==> src/rtl/bin2bcd_conv.sv <==
// Iterative 16-bit binary to 4-digit packed BCD converter (shift-add-3, one bit per clock).
// Results above LIMIT saturate to 9999 and raise ovf; bcd/ovf hold between conversions.
module bin2bcd_conv #(
  parameter int unsigned LIMIT = 9999
) (
  input  logic        clk,
  input  logic        rst_n,
  input  logic        start,
  input  logic [15:0] bin,
  output logic        busy,
  output logic        done,
  output logic [15:0] bcd,
  output logic        ovf,
  output logic [1:0]  state_o
);

  typedef enum logic [1:0] {
    S_IDLE   = 2'd0,
    S_SHIFT  = 2'd1,
    S_FINISH = 2'd2
  } state_e;

  state_e      state_q, state_d;
  logic [3:0]  cnt_q, cnt_d;
  logic [15:0] shift_q, shift_d;
  logic [15:0] opnd_q, opnd_d;
  logic [19:0] scratch_q, scratch_d;
  logic [15:0] bcd_q, bcd_d;
  logic        ovf_q, ovf_d;
  logic        done_q, done_d;

  // A corrected nibble never exceeds 12, so per-nibble adds need no carry chain.
  function automatic logic [19:0] add3(input logic [19:0] s);
    logic [19:0] r;
    r = s;
    for (int i = 0; i < 5; i++) begin
      if (s[4*i +: 4] >= 4'd5) r[4*i +: 4] = s[4*i +: 4] + 4'd3;
    end
    return r;
  endfunction

  always_ff @(posedge clk) begin
    if (!rst_n) begin
      state_q   <= S_IDLE;
      cnt_q     <= '0;
      shift_q   <= '0;
      opnd_q    <= '0;
      scratch_q <= '0;
      bcd_q     <= '0;
      ovf_q     <= 1'b0;
      done_q    <= 1'b0;
    end else begin
      state_q   <= state_d;
      cnt_q     <= cnt_d;
      shift_q   <= shift_d;
      opnd_q    <= opnd_d;
      scratch_q <= scratch_d;
      bcd_q     <= bcd_d;
      ovf_q     <= ovf_d;
      done_q    <= done_d;
    end
  end

  always_comb begin
    state_d = state_q;
    unique case (state_q)
      S_IDLE:   if (start) state_d = S_SHIFT;
      S_SHIFT:  if (cnt_q == 4'd15) state_d = S_FINISH;
      S_FINISH: state_d = S_IDLE;
      default:  state_d = S_IDLE;
    endcase
  end

  always_comb begin
    cnt_d     = cnt_q;
    shift_d   = shift_q;
    opnd_d    = opnd_q;
    scratch_d = scratch_q;
    bcd_d     = bcd_q;
    ovf_d     = ovf_q;
    done_d    = (state_q == S_FINISH);
    unique case (state_q)
      S_IDLE: begin
        if (start) begin
          shift_d   = bin;
          opnd_d    = bin;
          scratch_d = '0;
          cnt_d     = '0;
        end
      end
      S_SHIFT: begin
        {scratch_d, shift_d} = {add3(scratch_q), shift_q} << 1;
        cnt_d = cnt_q + 4'd1;
      end
      S_FINISH: begin
        if (32'(opnd_q) > LIMIT) begin
          bcd_d = 16'h9999;
          ovf_d = 1'b1;
        end else begin
          bcd_d = scratch_q[15:0];
          ovf_d = 1'b0;
        end
      end
      default: ;
    endcase
  end

  always_comb begin
    busy    = (state_q != S_IDLE);
    done    = done_q;
    bcd     = bcd_q;
    ovf     = ovf_q;
    state_o = state_q;
  end

endmodule

==> config.mk <==
export PLATFORM = sky130hd
export DESIGN_NAME = bin2bcd_conv
export DESIGN_NICKNAME = d
export VERILOG_FILES = /design/src/rtl/bin2bcd_conv.sv
export SDC_FILE = /design/constraint.sdc
export NUM_CORES = 1
export LEC_CHECK = 0
export ABC_AREA = 1
export CAP_MARGIN = 40
export CORE_ASPECT_RATIO = 2
export CORE_UTILIZATION = 51
export CTS_BUF_LIST = sky130_fd_sc_hd__clkbuf_4 sky130_fd_sc_hd__clkbuf_8
export DETAILED_ROUTE_END_ITERATION = 7
export GPL_ROUTABILITY_DRIVEN = 0
export GPL_TIMING_DRIVEN = 1
export MAX_ROUTING_LAYER = met4
export PLACE_DENSITY = 0.77
export REMOVE_ABC_BUFFERS = 1
export SYNTH_ARGS = -nofsm -noshare
export SYNTH_HDL_FRONTEND = slang
export SYNTH_SLANG_ARGS = --single-unit
==> constraint.sdc <==
create_clock -name clk -period 1.3 [get_ports clk]
set_clock_uncertainty 0.05 [all_clocks]
set_input_delay 0.26 -clock clk [delete_from_list [all_inputs] [get_ports clk]]
set_output_delay 0.26 -clock clk [all_outputs]
set_load 0.05 [all_outputs]
Word-level counts from Yosys, hierarchy flattened
Index checks and enable logic that the tools add are counted.
{"block": "word_totals", "out_inout_bits": 21, "register_bits": 76, "word_cells": 47, "mem_bits_rw": 0, "latchBits": 0, "n_memories": 0, "inputBits": 19, "mem_bits_ro": 0}
{"block": "classes", "n_lt_le_gt_ge": 6, "n_eq_ne": 5, "muxes": 16, "bitwise": 0, "multipliers": 0, "n_div": 0, "shift": 0, "reduce_logical": 6, "addsub": 6}
{"operator": "one-hot mux 20 bit (2 select lines)", "count": 1}
{"operator": "2-to-1 mux 16 bit", "count": 2}
{"operator": "one-hot mux 16 bit (2 select lines)", "count": 1}
{"operator": "greater-or-equal comparator 4 x 3 -> 1 bit, second input constant", "count": 5}
{"operator": "2-to-1 mux 20 bit", "count": 1}
{"operator": "2-to-1 mux 4 bit", "count": 5}
{"operator": "adder 4 x 2 -> 4 bit, second input constant", "count": 4}
{"operator": "greater-than comparator 16 x 14 -> 1 bit, second input constant", "count": 1}
{"operator": "one-hot mux 4 bit (2 select lines)", "count": 1}
{"operator": "AND reduction 2 bit", "count": 3}
{"operator": "adder 4 x 1 -> 4 bit, second input constant", "count": 1}
{"operator": "equality test 4 bit, second input constant", "count": 1}
{"operator": "2-to-1 mux 2 bit", "count": 2}
{"operator": "!= test 2 bit, second input constant", "count": 2}
{"operator": "one-hot mux 2 bit (2 select lines)", "count": 1}
{"operator": "nonzero test 2 bit", "count": 2}
{"operator": "adder 3 x 2 -> 3 bit, second input constant", "count": 1}
{"operator": "2-to-1 mux 3 bit", "count": 1}
{"operator": "equality test 2 x 1 -> 1 bit, second input constant", "count": 1}
{"operator": "equality test 2 bit, second input constant", "count": 1}
{"operator": "zero test 2 bit", "count": 1}
{"operator": "2-to-1 mux 1 bit", "count": 1}

Longest topological paths before layout
{"block": "logic_depth", "ltp_word": 3, "depth_mapped": 9, "ltp_nobuf": 9}

Worst setup path after synthesis
OpenSTA, ideal clock, no wires.
{"block": "synth_timing", "path_kind": "register to register", "startpoint": "reg state_q[1] (netlist: state_o[1])", "endpoint": "reg scratch_q[10]", "required_ps": 1180, "arrival_ps": 1854, "n_path_buf": 1, "setup_time_ps": 70, "setup_slack_ps": -675, "synth_period_minus_slack_ps": 1975, "stages_incl_launch_ff": 8, "path_cell_list": "dfxtp_1 > inv_1 > nand2_1 > nor2_4 > nor2_4 > buf_2 > nand2_1 > a21oi_1"}
{"block": "synth_between", "elab_chain_len": 3, "elab_cells_between_ends": 6, "cone_classes": "2 x eq/ne; 1 x mux; 3 x reduce/logical"}
{"element": "start: declaration", "line_no": "23", "text": "state_e state_q, state_d;"}
{"element": "start signal: assignment", "line_no": "53", "text": "state_q <= state_d;"}
{"element": "equality test 2 x 1 -> 1 bit or zero test 2 bit (tied branches)", "line_no": "82", "text": "unique case (state_q)"}
{"element": "nonzero test 2 bit (no source line) or != test 2 bit (tied branches)"}
{"element": "AND reduction 2 bit (no source line)"}
{"element": "end signal: assignment", "line_no": "57", "text": "scratch_q <= scratch_d;"}
{"element": "end: declaration", "line_no": "27", "text": "logic [19:0] scratch_q, scratch_d;"}
Parallel ways exist; a longest one is shown, timed or not.
A chain may end at the register's enable or synchronous reset.

Worst setup path in the final report
{"block": "layout_timing", "startpoint": "reg state_q[1] (netlist: state_o[1])", "endpoint": "reg scratch_q[9]"}
Same word-level chain as after synthesis.

==> summary.txt <==
Run status
  • Status: finished, violations left
  • Failing checks: setup timing

GRT
  • Grt ovf: 0
  • GRT Total Usage: 29.6%
  • Vias in the first global route: 3,067
  • Initial antenna violation count: 0
  • First-pass GRT wire length: 13.4 mm
  • Largest net degree at the start of global routing: 19

Critical path
  • Critical-path cell list: buf_6 -> nor2_4 -> buf_6 -> buf_12 -> nor2_4 -> buf_8 -> nand2_1 -> a21oi_1
  • Arr. time, crit path: 1720 ps
  • Critical path type: flip-flop to flip-flop
  • CP required: 1510 ps
  • Reg2reg start: state_o[1]
  • Slowest stage delay, CP: 370 ps
  • CP endpoint kind: flip-flop
  • R2r setup slk: -210 ps
  • Worst r2r path cells: 8
  • RR Endpoint: scratch_q[9]
  • CP max stage cell: dfxtp_4
  • Critical Path Start Type: flip-flop
  • Worst-path maximum fanout: 8

Timing
  • Worst-margin pin slew: 371 ps
  • Setup TNS: -2680 ps
  • Fin crit share: 116%
  • RSZ-0062 raised after global routing: true
  • Max_slew headroom: 75.2%
  • Worst hold slack: 418 ps
  • Final Setup Violations: 45
  • Final setup margin: -209 ps
  • Final hold vios: 0
  • Highest clock rate: 0.663 GHz
  • Final Critical Period: 1510 ps
  • Slew Viols, Final: 0

Yosys
  • Yosys cell types: 20
  • Sequential area share after synthesis: 47.0%
  • Post-synth top area cell: dfxtp_1
  • Top-area cell type share of the netlist area: 47.0%
  • Adder-cell share of the synthesized area: 3.89%
  • Syn_area_per_cell: 7.37 sq um
  • Largest family of logic cells by synthesized area: simple AND/OR/NAND/NOR gates
  • Synthesis-stage register bit count: 68
  • Syn Std Cell Area: 2900 sq um
  • Portion of netlist area occupied by mux cells: 1.38%
  • Synth Area in Compound Gates: 14.6%
  • Mapped Cells: 393
  • Simple-gate area share of the yosys netlist: 26.3%
  • Ranking of synthesized cells by area: dfxtp_1 (47%), nand2_1 (16%), a21oi_1 (6.2%), nor2_1 (4.4%), ha_1 (3.9%)
  • Yosys warnings: 0
  • XOR/XNOR share of the synthesized area: 0%

Detailed routing
  • Wire length per cell: 17.1 um
  • Drt first pass iters: 5
  • Residual DRC count: 0
  • Antenna-violating nets left: 0
  • DRT Wirelength: 9.48 mm
  • 1st-iter DRT viols: 178
  • Detailed-route via count: 3,207
  • Post-DR vias/cell: 5.79

Hold path
  • Min-Delay Path Depth: 2
  • Worst Hold End: opnd_q[12]
  • Tightest Hold Check Type: flip-flop to flip-flop
  • Hold Startpoint: opnd_q[12]

Floorplanning
  • Chip width: 55.3 um
  • Die height: 109 um
  • Die ar.: 6010 sq um
  • Initial Util: 53.0%
  • Core Area: 5470 sq um
  • Std-Cell Rows: 38
  • Io pins: 40

Clock tree
  • CTS Sinks: 68
  • H-tree depth: 3
  • Later-pin clock latency in the skew report: 360 ps
  • CTS buffer count: 9
  • Clock Root Buffer: clkbuf_8
  • Worst-path clk slew: 70 ps
  • CTS tree: yes
  • Clock Path Buffers: 2

Cells and area
  • Final cell count without fillers: 554
  • Inserted Diodes: 0
  • Design area: 4570 sq um
  • Final #Nets: 517
  • Most frequent cells in the layout: nand2_1 (106), dfxtp_1 (60), buf_4 (33), nor2_1 (31), buf_12 (28)
  • Share of layout cells above drive strength 1: 32.8%
  • Fin util: 83.6%
  • Area growth, synth to finish: 57.8%
  • Commonest non-fill, non-tap cell in the layout: nand2_1

Pwr
  • Peak VDD IR: 1270 uV
  • P_leak: 1.87 nW
  • PwrDens: 995 nW/um^2
  • Final Power: 4.55 mW

Place
  • Placed Instance Area: 3820 sq um
  • DPL Wire Length: 4.85 mm
  • Placed Instances: 513
  • Place WS: -517 ps
  • Port-buffer cells: 39

Flow run
  • Max Cap Viol: 0
==> sequential cells by signal (all words and copies together), names as in the netlist <==
register	cells
ovf	1
bcd	16
opnd_q	12
done	1
cnt_q	4
state_o	2
scratch_q	16
shift_q	16
==> how the worst max path moves through the flow <==
stage	startpoint	endpoint	slack, ps
finish	state_o[1]	scratch_q[9]	-210
global route	state_o[1]	scratch_q[9]	-220
CTS	state_o[1]	busy	-100
detailed placement	start	scratch_q[8]	-520
global placement	start	scratch_q[0]	-510
floorplan	state_o[1]	bcd[10]	-1230
==> where the power goes <==
group          internal, mW  switching, mW
Sequential             2.14         0.0441
Clock                 0.912          0.779
Combinational         0.333          0.339
Total                  3.39           1.16
==> worst max-delay path: cells and delay by family, from the launching register on <==
| kind | cells | cell delay [ps] |
|---|---|---|
| compound gates | 1 | 200 |
| simple gates | 3 | 280 |
| buf+inv | 4 | 510 |
| flops | 1 | 370 |
==> cells in the mapped netlist (all sizes together) <==
| library cell | count |
|---|---|
| nor2 | 37 |
| o211ai | 6 |
| a22oi | 2 |
| dfxtp | 68 |
| a21oi | 36 |
| nor4 | 1 |
| o21ai | 18 |
| buf | 9 |
| nand3 | 14 |
| inv | 33 |
| a31oi | 15 |
| mux2i | 4 |
| nand4 | 11 |
| nor3 | 1 |
| clkbuf | 8 |
| ha | 9 |
| nand2 | 121 |
==> timing repair <==
item                       4_1_cts  5_1_grt
setup endpoints to repair       67       68
pin swaps                        9       29
hold buffers                     0        0
cloned                           4        0
gates resized for setup         41       72
buffers inserted                14       10
==> cells by family after synthesis <==
logic type / after synthesis
and+or+nand+nor: 185
AOI/OAI and AO/OA: 77
DFF: 68
buffers and inverters: 50
adders and majority gates: 9
muxes: 4
==> routing by layer <==
layer	part of all wire, %	global-route usage (%)
met1	35	27.4
met2	53	53.1
met3	6.6	6.46
met4	5.0	20.7
met5	0	-
==> final cells by class <==
| class | count | area (sq um) |
|---|---|---|
| Clock buffer | 15 | 188 |
| Clock inverter | 1 | 5.00 |
| Fill cell | 271 | 895 |
| Inverter | 33 | 134 |
| Multi-Input combinational cell | 276 | 1520 |
| Sequential cell | 68 | 1380 |
| Tap cell | 60 | 75.1 |
| Timing Repair Buffer | 101 | 1270 |
Note: power is estimated with default switching activity, not from simulation.
